<file path="src/rtl/axis_blender_sched.sv">
// Frame-synchronous scheduler for the two-stream alpha blender: snoops the master-side handshake,
// tracks row/column position and applies overlay enable requests only at frame boundaries.
module axis_blender_sched #(
  parameter int unsigned C_IMG_BITS   = 12,
  parameter int unsigned C_FRAME_BITS = 8
) (
  input  logic                    clk,
  input  logic                    reset,
  input  logic [C_IMG_BITS-1:0]   cfg_width,
  input  logic [C_IMG_BITS-1:0]   cfg_height,
  input  logic                    ctl_start,
  input  logic                    ctl_stop,
  input  logic                    req_valid,
  input  logic                    req_s1_en,
  input  logic [C_FRAME_BITS-1:0] req_frames,
  input  logic                    mon_valid,
  input  logic                    mon_ready,
  input  logic                    mon_user,
  input  logic                    mon_last,
  output logic                    s1_enable,
  output logic                    busy,
  output logic [C_FRAME_BITS-1:0] frame_cnt,
  output logic                    err_width,
  output logic                    err_height
);

  localparam logic [1:0] StIdle   = 2'd0;
  localparam logic [1:0] StSync   = 2'd1;
  localparam logic [1:0] StActive = 2'd2;

  localparam logic [C_IMG_BITS-1:0]   ImgOne   = {{(C_IMG_BITS-1){1'b0}}, 1'b1};
  localparam logic [C_FRAME_BITS-1:0] FrameOne = {{(C_FRAME_BITS-1){1'b0}}, 1'b1};

  logic [1:0]              state_q, state_d;
  logic [C_IMG_BITS-1:0]   width_q, width_d;
  logic [C_IMG_BITS-1:0]   height_q, height_d;
  logic [C_IMG_BITS-1:0]   row_q, row_d;
  logic [C_IMG_BITS-1:0]   col_q, col_d;
  logic                    pend_q, pend_d;
  logic                    pend_en_q, pend_en_d;
  logic [C_FRAME_BITS-1:0] pend_frames_q, pend_frames_d;
  logic [C_FRAME_BITS-1:0] remaining_q, remaining_d;
  logic                    stop_q, stop_d;
  logic                    s1_q, s1_d;
  logic [C_FRAME_BITS-1:0] frame_cnt_q, frame_cnt_d;
  logic                    err_width_q, err_width_d;
  logic                    err_height_q, err_height_d;

  logic                  beat;
  logic                  sof_resync;
  logic [C_IMG_BITS-1:0] row_eff, col_eff;
  logic [C_IMG_BITS-1:0] row_nxt, col_nxt;
  logic                  last_col, last_row;
  logic                  frame_end;

  // A SOF beat is always position (0,0): in SYNC the counters are already zero, and in ACTIVE a
  // mid-frame SOF resynchronises the counters onto it.
  always_comb begin
    beat       = mon_valid & mon_ready;
    sof_resync = (state_q == StActive) && mon_user && ((row_q != '0) || (col_q != '0));
    row_eff    = mon_user ? '0 : row_q;
    col_eff    = mon_user ? '0 : col_q;
    last_col   = (col_eff == (width_q - ImgOne));
    last_row   = (row_eff == (height_q - ImgOne));
    frame_end  = (state_q == StActive) && beat && last_col && last_row;
    col_nxt    = last_col ? '0 : col_eff + ImgOne;
    if (!last_col) begin
      row_nxt = row_eff;
    end else if (last_row) begin
      row_nxt = '0;
    end else begin
      row_nxt = row_eff + ImgOne;
    end
  end

  always_comb begin
    state_d       = state_q;
    width_d       = width_q;
    height_d      = height_q;
    row_d         = row_q;
    col_d         = col_q;
    pend_d        = pend_q;
    pend_en_d     = pend_en_q;
    pend_frames_d = pend_frames_q;
    remaining_d   = remaining_q;
    stop_d        = stop_q;
    s1_d          = s1_q;
    frame_cnt_d   = frame_cnt_q;
    err_width_d   = err_width_q;
    err_height_d  = err_height_q;

    case (state_q)
      StIdle: begin
        if (req_valid) begin
          s1_d        = req_s1_en;
          remaining_d = req_frames;
        end
        if (ctl_start) begin
          width_d  = cfg_width;
          height_d = cfg_height;
          row_d    = '0;
          col_d    = '0;
          stop_d   = 1'b0;
          state_d  = StSync;
        end
      end

      StSync: begin
        if (ctl_stop) begin
          state_d = StIdle;
          s1_d    = 1'b0;
        end else begin
          if (req_valid) begin
            s1_d        = req_s1_en;
            remaining_d = req_frames;
          end
          if (beat && mon_user) begin
            row_d   = row_nxt;
            col_d   = col_nxt;
            state_d = StActive;
          end
        end
      end

      StActive: begin
        if (beat) begin
          row_d = row_nxt;
          col_d = col_nxt;
          if (mon_last != last_col) err_width_d = 1'b1;
          if (sof_resync) err_height_d = 1'b1;
        end
        if (frame_end) begin
          frame_cnt_d = frame_cnt_q + FrameOne;
          if (stop_q || ctl_stop) begin
            state_d = StIdle;
            s1_d    = 1'b0;
            pend_d  = 1'b0;
            stop_d  = 1'b0;
            row_d   = '0;
            col_d   = '0;
          end else if (req_valid) begin
            s1_d        = req_s1_en;
            remaining_d = req_frames;
            pend_d      = 1'b0;
          end else if (pend_q) begin
            s1_d        = pend_en_q;
            remaining_d = pend_frames_q;
            pend_d      = 1'b0;
          end else if (s1_q && (remaining_q != '0)) begin
            // Zero budget means unlimited; the last budgeted frame turns the overlay off.
            remaining_d = remaining_q - FrameOne;
            if (remaining_q == FrameOne) s1_d = 1'b0;
          end
        end else begin
          if (req_valid) begin
            pend_d        = 1'b1;
            pend_en_d     = req_s1_en;
            pend_frames_d = req_frames;
          end
          if (ctl_stop) stop_d = 1'b1;
        end
      end

      default: state_d = StIdle;
    endcase
  end

  always_ff @(posedge clk or posedge reset) begin
    if (reset) begin
      state_q       <= StIdle;
      width_q       <= '0;
      height_q      <= '0;
      row_q         <= '0;
      col_q         <= '0;
      pend_q        <= 1'b0;
      pend_en_q     <= 1'b0;
      pend_frames_q <= '0;
      remaining_q   <= '0;
      stop_q        <= 1'b0;
      s1_q          <= 1'b0;
      frame_cnt_q   <= '0;
      err_width_q   <= 1'b0;
      err_height_q  <= 1'b0;
    end else begin
      state_q       <= state_d;
      width_q       <= width_d;
      height_q      <= height_d;
      row_q         <= row_d;
      col_q         <= col_d;
      pend_q        <= pend_d;
      pend_en_q     <= pend_en_d;
      pend_frames_q <= pend_frames_d;
      remaining_q   <= remaining_d;
      stop_q        <= stop_d;
      s1_q          <= s1_d;
      frame_cnt_q   <= frame_cnt_d;
      err_width_q   <= err_width_d;
      err_height_q  <= err_height_d;
    end
  end

  assign s1_enable  = s1_q;
  assign busy       = (state_q != StIdle);
  assign frame_cnt  = frame_cnt_q;
  assign err_width  = err_width_q;
  assign err_height = err_height_q;

endmodule

</file>
<file path="config.mk">
export PLATFORM = sky130hd
export DESIGN_NAME = axis_blender_sched
export DESIGN_NICKNAME = d
export VERILOG_FILES = /design/src/rtl/axis_blender_sched.sv
export SDC_FILE = /design/constraint.sdc
export NUM_CORES = 1
export LEC_CHECK = 0
export BUFFER_PORTS_ARGS = -buffer_cell sky130_fd_sc_hd__buf_2
export CAP_MARGIN = 20
export CORE_MARGIN = 5
export CORE_UTILIZATION = 55
export CTS_CLUSTER_SIZE = 28
export DETAILED_ROUTE_END_ITERATION = 10
export PLACE_DENSITY = 0.75
export SETUP_SLACK_MARGIN = 0.4
export SKIP_CTS_REPAIR_TIMING = 1
export SLEW_MARGIN = 30
export SYNTH_ARGS = -nofsm -noshare
export SYNTH_HDL_FRONTEND = slang
export SYNTH_SLANG_ARGS = --single-unit
</file>
<file path="constraint.sdc">
create_clock -name clk -period 4.35 [get_ports clk]
set_clock_uncertainty 0.05 [all_clocks]
set_input_delay 0.2175 -clock clk [delete_from_list [all_inputs] [get_ports clk]]
set_output_delay 0.2175 -clock clk [all_outputs]
set_load 0.01 [all_outputs]
</file>
# == Yosys cells after proc, flatten, opt, wreduce, memory -nomap -nowiden ==
# Index checks and enable logic that the tools add are counted.
# classes
mux,48
n_eq_ne,18
bitwise,2
reduce_logical,28
addsub,6
# ops
cell,n
12-bit two-way mux,16
12-bit case mux with 3 select lines,2
8-bit two-way mux,7
12-bit by 1-bit adder with 12-bit output (second input constant),2
12-bit equality test,2
8-bit case mux with 3 select lines,1
12-bit nonzero test,2
12-bit by 1-bit subtractor with 12-bit output (second input constant),2
4-bit AND reduction,4
1-bit two-way mux,14
2-bit two-way mux,5
2-bit != test (second input constant),5
5-bit by 3-bit != test with 1-bit output (second input constant),2
3-bit AND reduction,3
8-bit by 1-bit adder with 8-bit output (second input constant),1
8-bit by 1-bit equality test with 1-bit output (second input constant),1
8-bit nonzero test,1
8-bit by 1-bit subtractor with 8-bit output (second input constant),1
1-bit logical AND,7
3-bit != test (second input constant),2
2-bit case mux with 3 select lines,1
2-bit AND reduction,3
2-bit nonzero test,3
5-bit AND reduction,1
other kinds (13),14
# word_totals
word_cells,116
in_bits,42
reg_bits,80

# == Logic depth before layout (Yosys ltp) ==
# depth
word_depth,8
depth_mapped,13

# == Worst setup path after synthesis ==
# Ideal clock, no wire load.
# synth_timing
kind,reg-to-reg
startpoint,reg height_q[0]
endpoint,reg remaining_q[2]
setup_time_ns,0.125
required_time_ns,4.175
path_stages_with_launch,13
t_arrival_ns,3.396
setup_slack_ns,0.779
cell_sequence,dfrtp_1 inv_1 ha_1 nor3b_1 nor4b_1 xnor2_1 nand3_1 or4b_4 nor3_4 nand2_2 a2111o_1 buf_6 mux2_4
# synth_via
elab_chain_len,5
# synth_rtl
item,line,rtl
"start, declared",36,"logic [C_IMG_BITS-1:0] height_q, height_d;"
"start signal, assigned",187,height_q <= height_d;
12-bit by 1-bit subtractor with 12-bit output,64,last_row = (row_eff == (height_q - ImgOne));
12-bit equality test,64,
1-bit logical AND,65,frame_end = (state_q == StActive) && beat && last_col && last_row;
2-bit != test (no source line),-,
5-bit AND reduction (no source line),-,
"end signal, assigned",193,remaining_q <= remaining_d;
"end, declared",42,"logic [C_FRAME_BITS-1:0] remaining_q, remaining_d;"
# No other way between the ends.
# A chain may end at the register's enable or synchronous reset.

# == Worst setup path in the final report ==
# layout_timing
startpoint,reg height_q[4]
endpoint,reg remaining_q[4]
# Same word-level chain as after synthesis.

==> impl_results.md <==
- DPL Wire Length: 10.27 mm
- Worst R2R Setup Slack: 0.66 ns
- Cells on Worst Hold Path: 2
- Max VDD drop: 389.6 uV
- Crit Path Category: register to register
- Placed cells: 777
- Fin Hold WS: 0.02303 ns
- Final net count: 709
- Die extent in y: 110.2 um
- # clock sinks: 80
- Fin util: 63.36%
- Area growth syn-to-layout: 12.22%
- Least-Margin Pin Slew: 0.9359 ns
- Number of port buffers: 53
- Async S/R FF share, synth: 100.0%
- Initial Utilization: 56.46%
- CP Launch Type: register
- Reg2Reg Launch Point: height_q[4]$_DFFE_PP0P_
- Synthesized area: 5519 um^2
- Seq/Total Area, Yosys: 36.27%
- Setup ws final: 0.6565 ns
- N_diodes: 0
- Setup violators final: 0
- Clock Path Buffers: 2
- Top cell type's share of synthesized area: 36.27%
- Commonest cells after routing, fill and taps aside: dfrtp_1 (80), nand2_1 (55), buf_2 (53)
- Synth Instances: 609
- R2R cell count: 9
- Synthesized net count: 662
- Final routed DRC violation total: 0
- Final Cell Area: 6193 um^2
- H-tree levels: 3
- Count of flip-flops with a built-in enable after synthesis: 0
- Area contributors post-synth: dfrtp_1 (36%), mux2_2 (7.3%), xnor2_1 (4.3%)
- Hold/Removal Path Class: primary input to register
- Worst-path clk slew: 0.09 ns
- RSZ-0062 raised after global routing: false
- CP endpoint kind: register
- YS warnings: 0
- CP required: 4.55 ns
- DRT Wirelength: 14.02 mm
- Drt first pass iters: 5
- Slew Limit Fails: 0
- Fmax: 0.2707 GHz
- Pin count of the biggest net entering global routing: 57
- Number of max-cap violations: 0
- Most common cell after layout, fill and taps aside: dfrtp_1
- Remaining global-route overflow: 0
- Final std cells w/o fill: 794
- Worst Hold Launch: cfg_width[6]
- Core box area: 9774 um^2
- Die Wd: 110.2 um
- Rel. slew slack: 37.37%
- Clk root buf: clkbuf_8
- Synth Register Bits: 80
- Starting DRC count in detailed routing: 395
- Die area: 12140 um^2
- Power Density: 530.8 nW/um^2
- Antenna viol nets, final: 0
- Setup_tns: 0 ns
- Routability cong.: 0.9301
- Rows: 36
- Global-route wire length before repair: 23.39 mm
- Distinct cell type count after synthesis: 74
- Status: finished clean
- Worst Path Arrival: 3.90 ns
- I/O pins: 54
- CP max FO: 8
- TritonCTS clock tree: yes
- Synth area leader: dfrtp_1
- Setup WS pre-CTS: 0.2716 ns
- Fraction of layout cells with a size suffix above 1: 21.18%
- Hold Fails Final Rpt: 0
- Final worst path period need: 3.693 ns
- Main synth FF type: dfrtp_1
- Syn avg cell area: 9.062 um^2
- Vias in the first global route: 4776
- Crit path launch: height_q[4]$_DFFE_PP0P_
- Gr usage total: 24.37%
- CTS buffer count: 9
- Leak pwr: 2.660 nW
- Power, Total: 3.287 mW
- Worst-Skew Late Latency: 0.37 ns
- Crit share post-route: 84.91%
- Routed wire length per instance: 17.65 um
- Vias: 4888
- Vias per cell: 6.156
- Initial antenna violation count: 0
- Post-DP Area: 5931 um^2
[metal layers]
metal | GRT usage (%) | up-vias | routed length (um) | part of all wire (%)
li1 | - | 2347 | - | -
met1 | 34.35 | 2334 | 6484 | 46
met2 | 37.78 | 176 | 6339 | 45
met3 | 3.436 | 31 | 886 | 6.3
met4 | 9.938 | 0 | 307 | 2.2
met5 | 0 | - | 0 | 0
[final cells by class]
type                    instances  area (um^2)
inverters                      19        76.32
well taps                     133        166.4
fillers                       842         3581
flip-flops and latches         80         2002
repair buffers                 65        357.8
clock buffers                  12        165.2
clock inverters                 4        51.30
multi-input cells             481         3374
[cells by family after synthesis]
family | share of synthesized area [%]
DFF | 36.27
AOI/OAI and AO/OA | 16.37
and+or+nand+nor | 24.64
adders and majority gates | 2.494
xor gates and xnor gates | 6.348
muxes | 10.43
buffers and inverters | 3.446
[power breakdown]
group,internal [mW],total [mW],switching [mW]
clock,0.312,0.598,0.285
combinational,0.659,1.40,0.745
sequential,0.964,1.29,0.322
[flip-flops by register name, indices dropped and copies added, names as in the netlist, 2 cells and up]
name	flops
state_q	2
height_q	12
frame_cnt	8
remaining_q	8
col_q	12
row_q	12
width_q	12
pend_frames_q	8
[synthesized netlist by cell type, types with 5 or more instances]
master    instances
a21oi_1          31
mux2_2           36
ha_1             11
clkbuf_1         22
o31ai_1           6
nor3b_1           6
mux2i_1           8
xnor2_1          27
mux2_4            6
nand2_1          56
or3_1             6
o211ai_1          6
xor2_1           13
nor2b_1          15
a31oi_1          11
nand2b_1         15
nand4_1          13
nand3b_1          6
or4_1             7
and3_1            9
nor2_1           44
dfrtp_1          80
o41ai_1           5
nor3_1           11
nor4_1           15
inv_1            19
o21ai_0          26
and2_1            5
nand3_1          18
a22o_1            6
[critical path: stages, from the launching register on]
cell and delay [ns]:
dfrtp_1 0.44, or4_4 0.57, nor4b_2 0.33, xnor2_1 0.16, nand3_1 0.11, or4b_4 0.59, nor3_4 0.29, nand2_2 0.09
a2111o_2 0.62, mux2_4 0.34
[path summary, 6_finish.rpt]
kind,endpoint
min in group asynchronous,col_q[4]$_DFFE_PP0P_
worst max-delay path,remaining_q[4]$_DFFE_PP0P_
max in group asynchronous,height_q[4]$_DFFE_PP0P_
worst min register to register,err_width$_DFFE_PP0P_
worst min-delay path,width_q[6]$_DFFE_PP0P_
worst max register to register,remaining_q[4]$_DFFE_PP0P_
Note: power is estimated with default switching activity, not from simulation.
